`src/rtl/time_counter.sv`:
```
// Time-of-day counter: hh:mm:ss advanced by rising edges of a 1 Hz tick, loadable via set_valid/set_ready.
// Latency: a counted tick or an accepted load is visible on hour/min/sec one cycle later.
// Backpressure: set_ready drops for the single LOAD cycle after an accepted load; requests then are ignored.
// Optional alarm comparator enabled by defining TIME_COUNTER_ALARM_EN.
module time_counter #(
  parameter int HOURS_PER_DAY = 24
) (
  input  logic       clk_in,
  input  logic       rst,
  input  logic       tick_in,
  input  logic       set_valid,
  input  logic [4:0] set_hour,
  input  logic [5:0] set_min,
  input  logic [5:0] set_sec,
  output logic       set_ready,
  output logic       set_err,
  output logic [4:0] hour,
  output logic [5:0] min,
  output logic [5:0] sec,
  output logic       sec_pulse,
  output logic       day_wrap
`ifdef TIME_COUNTER_ALARM_EN
  ,
  input  logic [4:0] alarm_hour,
  input  logic [5:0] alarm_min,
  input  logic       alarm_on,
  output logic       alarm_hit
`endif
);

  localparam logic [0:0] ST_RUN  = 1'b0;
  localparam logic [0:0] ST_LOAD = 1'b1;

  logic [0:0] r_state;
  logic       r_tick_d;
  logic [4:0] r_hour;
  logic [5:0] r_min;
  logic [5:0] r_sec;
  logic       r_sec_pulse;
  logic       r_day_wrap;
  logic       r_set_err;

  logic       w_edge;
  logic       w_accept;
  logic       w_set_ok;
  logic       w_count;
  logic       w_sec_wrap;
  logic       w_min_wrap;
  logic       w_hour_wrap;
  logic [4:0] w_hour_nxt;
  logic [5:0] w_min_nxt;
  logic [5:0] w_sec_nxt;

  assign w_edge    = tick_in & ~r_tick_d;
  assign set_ready = (r_state == ST_RUN);
  assign w_accept  = set_valid & set_ready;
  // Hour compared at 6 bits so HOURS_PER_DAY=32 is representable.
  assign w_set_ok  = ({1'b0, set_hour} < 6'(HOURS_PER_DAY)) && (set_min < 6'd60) && (set_sec < 6'd60);
  // A load wins over a coincident edge; edges during LOAD are dropped.
  assign w_count   = w_edge & (r_state == ST_RUN) & ~w_accept;

  assign w_sec_wrap  = (r_sec == 6'd59);
  assign w_min_wrap  = (r_min == 6'd59);
  assign w_hour_wrap = (r_hour == 5'(HOURS_PER_DAY - 1));

  // Next time value after one second, with the sec->min->hour carry chain.
  always_comb begin
    w_sec_nxt  = r_sec + 6'd1;
    w_min_nxt  = r_min;
    w_hour_nxt = r_hour;
    if (w_sec_wrap) begin
      w_sec_nxt = 6'd0;
      if (w_min_wrap) begin
        w_min_nxt  = 6'd0;
        w_hour_nxt = w_hour_wrap ? 5'd0 : r_hour + 5'd1;
      end else begin
        w_min_nxt = r_min + 6'd1;
      end
    end
  end

  // State, tick history, time registers and status pulses.
  always_ff @(posedge clk_in) begin
    if (rst) begin
      r_state     <= ST_RUN;
      r_tick_d    <= 1'b0;
      r_hour      <= 5'd0;
      r_min       <= 6'd0;
      r_sec       <= 6'd0;
      r_sec_pulse <= 1'b0;
      r_day_wrap  <= 1'b0;
      r_set_err   <= 1'b0;
    end else begin
      r_tick_d    <= tick_in;
      r_sec_pulse <= w_count;
      r_day_wrap  <= w_count & w_sec_wrap & w_min_wrap & w_hour_wrap;
      r_set_err   <= w_accept & ~w_set_ok;
      r_state     <= w_accept ? ST_LOAD : ST_RUN;
      if (w_accept) begin
        if (w_set_ok) begin
          r_hour <= set_hour;
          r_min  <= set_min;
          r_sec  <= set_sec;
        end
      end else if (w_count) begin
        r_hour <= w_hour_nxt;
        r_min  <= w_min_nxt;
        r_sec  <= w_sec_nxt;
      end
    end
  end

  assign hour      = r_hour;
  assign min       = r_min;
  assign sec       = r_sec;
  assign sec_pulse = r_sec_pulse;
  assign day_wrap  = r_day_wrap;
  assign set_err   = r_set_err;

`ifdef TIME_COUNTER_ALARM_EN
  logic r_alarm_hit;

  // Alarm fires only on a tick advance landing exactly on alarm_hour:alarm_min:00.
  always_ff @(posedge clk_in) begin
    if (rst) begin
      r_alarm_hit <= 1'b0;
    end else begin
      r_alarm_hit <= w_count & alarm_on & (w_sec_nxt == 6'd0) &
                     (w_min_nxt == alarm_min) & (w_hour_nxt == alarm_hour);
    end
  end

  assign alarm_hit = r_alarm_hit;
`endif

endmodule
```
`config.mk`:
```
export PLATFORM = sky130hd
export DESIGN_NAME = time_counter
export DESIGN_NICKNAME = d
export VERILOG_FILES = /design/src/rtl/time_counter.sv
export SDC_FILE = /design/constraint.sdc
export NUM_CORES = 1
export LEC_CHECK = 0
export BUFFER_PORTS_ARGS = -buffer_cell sky130_fd_sc_hd__buf_4
export CORE_MARGIN = 5
export CORE_UTILIZATION = 52
export CTS_CLUSTER_SIZE = 24
export DETAILED_ROUTE_END_ITERATION = 10
export PLACE_DENSITY = 0.88
export SLEW_MARGIN = 10
export SYNTH_ARGS = -nofsm -noshare
export SYNTH_HDL_FRONTEND = slang
export SYNTH_SLANG_ARGS = --single-unit
```
`constraint.sdc`:
```
create_clock -name clk_in -period 4.6 [get_ports clk_in]
set_input_delay 1.15 -clock clk_in [delete_from_list [all_inputs] [get_ports clk_in]]
set_output_delay 1.15 -clock clk_in [all_outputs]
set_load 0.05 [all_outputs]
```
==> run_results.csv <==
group,metric,value,unit
detailed_routing,via_per_inst,5.77,
layout,layout_commonest_cell,"buf_4",
layout,drive_gt1_share,26.1,%
detailed_routing,drt_wl_total,3.03,mm
sta,finClkSkew,9.23,ps
layout,mostFrequentLayoutCells,"buf_4 (42), nor2_1 (23), dfxtp_1 (22), nand2_1 (20), nand3_1 (10)",
layout,layout-area-overhead-vs-synth,30.3,%
yosys,yosysUniqueCellTypes,32,
sta,timing.final.hold_violations,0,
clock_network,root_buffer,"clkbuf_4",
critical_path,start_kind,"input pin",
floorplan,core_area,2210,sq um
global_routing,antenna_found_initial,0,
floorplan,initial_utilization,54.5,%
power,p_per_area,330,nW/um^2
critical_path,end_kind,"flop",
power,vdd_drop_max,0.236,mV
critical_path,reg2reg_depth,5,
layout,final_nets,213,
yosys,yosys_warnings,0,
sta,final.period_utilization,58.4,%
sta,max_freq,372,MHz
clock_network,cts.repair.resized,0,
yosys,ys_seq_area_share,36.5,%
detailed_routing,first_pass_iters,4,
floorplan,dieArea,3380,sq um
clock_network,ctsHoldBuffers,0,
global_routing,gr-usage-all-layers,18.9,%
yosys,syn_area_per_cell,8.04,sq um
floorplan,die_h,58.2,um
critical_path,crit_required,4800,ps
yosys,synth_area_leader_cell,"dfxtp_1",
sta,slew-limit-headroom,64.0,%
floorplan,io_pins,42,
clock_network,post-cts-setup-buffers,0,
global_routing,grt_overflow,0,
outcome,status,"completed",
detailed_routing,drc,0,
yosys,synth_area_leaders,"dfxtp_1 (37%), nor2_1 (7.2%), nand2_1 (6.2%)",
critical_path,crit_path_max_fanout,8,
clock_network,cts_tree,"built",
hold_path,hold_class,"flop to flop",
yosys,syn-num-nets,174,
detailed_routing,vias,1246,
detailed_routing,wl_per_cell,14.0,um
floorplan,die_w,58.2,um
clock_network,clkTransAtPathRegs,130,ps
critical_path,worst-endpoint-arrival,2890,ps
clock_network,clock_path_buffers,2,
placement,post-dp-hpwl,2.26,mm
yosys,ys_ff_latch,22,
detailed_routing,ant_nets,0,
yosys,synth_top_area_share,36.5,%
sta,setup_viol,0,
yosys,syn_inst,150,
yosys,syn_area,1210,sq um
clock_network,numCtsBuffers,3,
floorplan,num_rows,17,
placement,gp_congestion,0.833,
sta,rsz0062_at_grt,"false",
power,power_leakage,0.655,nW
layout,n_antenna_cell,0,
sta,worst_pin_slew,541,ps
clock_network,worst_skew_pair.late_latency,300,ps
global_routing,grt_pass1_vias,1207,
placement,io_buffers,41,
critical_path,worstSetupPathType,"input pin to flop",
clock_network,h-tree-depth,1,
detailed_routing,drt_iter0_drc,33,
clock_network,clock-sinks,22,
run,maxCapViolCount,0,
sta,tns,0,ps
global_routing,grt_max_degree,24,
layout,finish.utilization,71.0,%
sta,final.min_clock_period,2690,ps
sta,slew_violations,0,
hold_path,hold_depth,2,
global_routing,grt_pass1_wl,5.16,mm
## stage by stage
step / std cells / setup WS [ps] / hold slack (ps) / total power [mW] / instance area (sq um)
5_1_grt: 216 / 1760 / 557 / 0.542 / 1570
3_3_place_gp: 212 / 1630 / 513 / 0.373 / 1520
2_1_floorplan: 150 / 1800 / 487 / 0.329 / 1210
4_1_cts: 216 / 1920 / 537 / 0.520 / 1570
6_report: 216 / 1910 / 535 / 0.518 / 1570
3_5_place_dp: 212 / 1590 / 519 / 0.376 / 1520
## synth_stat cells
library cell and number:
a211oi_1 5, a21oi_1 6, a22oi_1 3, a311oi_1 6
a31oi_1 1, a32o_1 1, and3b_1 1, buf_6 1
clkbuf_1 7, dfxtp_1 22, ha_1 3, inv_1 2
mux2i_1 3, nand2_1 20, nand2b_1 1, nand3_1 10
nand3b_1 1, nand4_1 4, nand4b_1 2, nor2_1 23
nor2b_1 4, nor3_1 4, nor4_1 1, o211ai_1 5
o21ai_0 2, o21ai_1 1, o21ai_4 1, o311a_1 2
or3b_4 1, or4b_4 1, xnor2_1 4, xor2_1 2
## final cells by class
type | instances | area (sq um)
multi-input combinational | 118 | 721
clock inverter | 1 | 30.0
fill | 179 | 641
sequential | 22 | 440
tap | 28 | 35.0
inverter | 2 | 7.51
timing repair buffer | 42 | 315
clock buffer | 3 | 22.5
## final timing paths
| kind | slack, ps | startpoint | endpoint |
|---|---|---|---|
| max | 1910 | set_valid | hour[2] |
| min | 540 | r_tick_d | sec_pulse |
| max reg2reg | 2530 | r_state | hour[2] |
| min reg2reg | 540 | r_tick_d | sec_pulse |
## state kept, by name (all words and copies together) (netlist names)
register	flops
set_err	1
day_wrap	1
min	6
r_tick_d	1
hour	5
sec	6
sec_pulse	1
r_state	1
## power breakdown
part           internal, mW  switching (mW)
clock network        0.0880          0.0577
registers             0.205          0.0190
logic                0.0550          0.0935
total                 0.348           0.170
## logic make-up after synthesis
| family | synth area share [%] |
|---|---|
| AO/OA/AOI/OAI | 20.5 |
| AND/OR/NAND/NOR | 29.3 |
| flip-flops | 36.5 |
| buffers and inverters | 3.74 |
| multiplexers | 2.49 |
| XOR/XNOR | 4.36 |
| adder cells (fa/ha/maj) | 3.11 |
## layer usage
layer / share of wire (%) / routed length [um] / global-route usage [%] / up-vias
li1: - / - / - / 623
met1: 44 / 1320 / 24.0 / 585
met2: 50 / 1510 / 32.1 / 36
met3: 6.1 / 186 / 2.90 / 2
met4: 0.59 / 18 / 6.95 / 0
met5: 0 / 0 / 0 / -
## worst max-delay path, cell delays in order
cell and delay, ps:
buf_4 120, or4b_4 550, or3b_4 450, o21ai_4 250, o21ai_1 110, a32o_1 260
No activity file was read; power rests on OpenSTA's default activity.
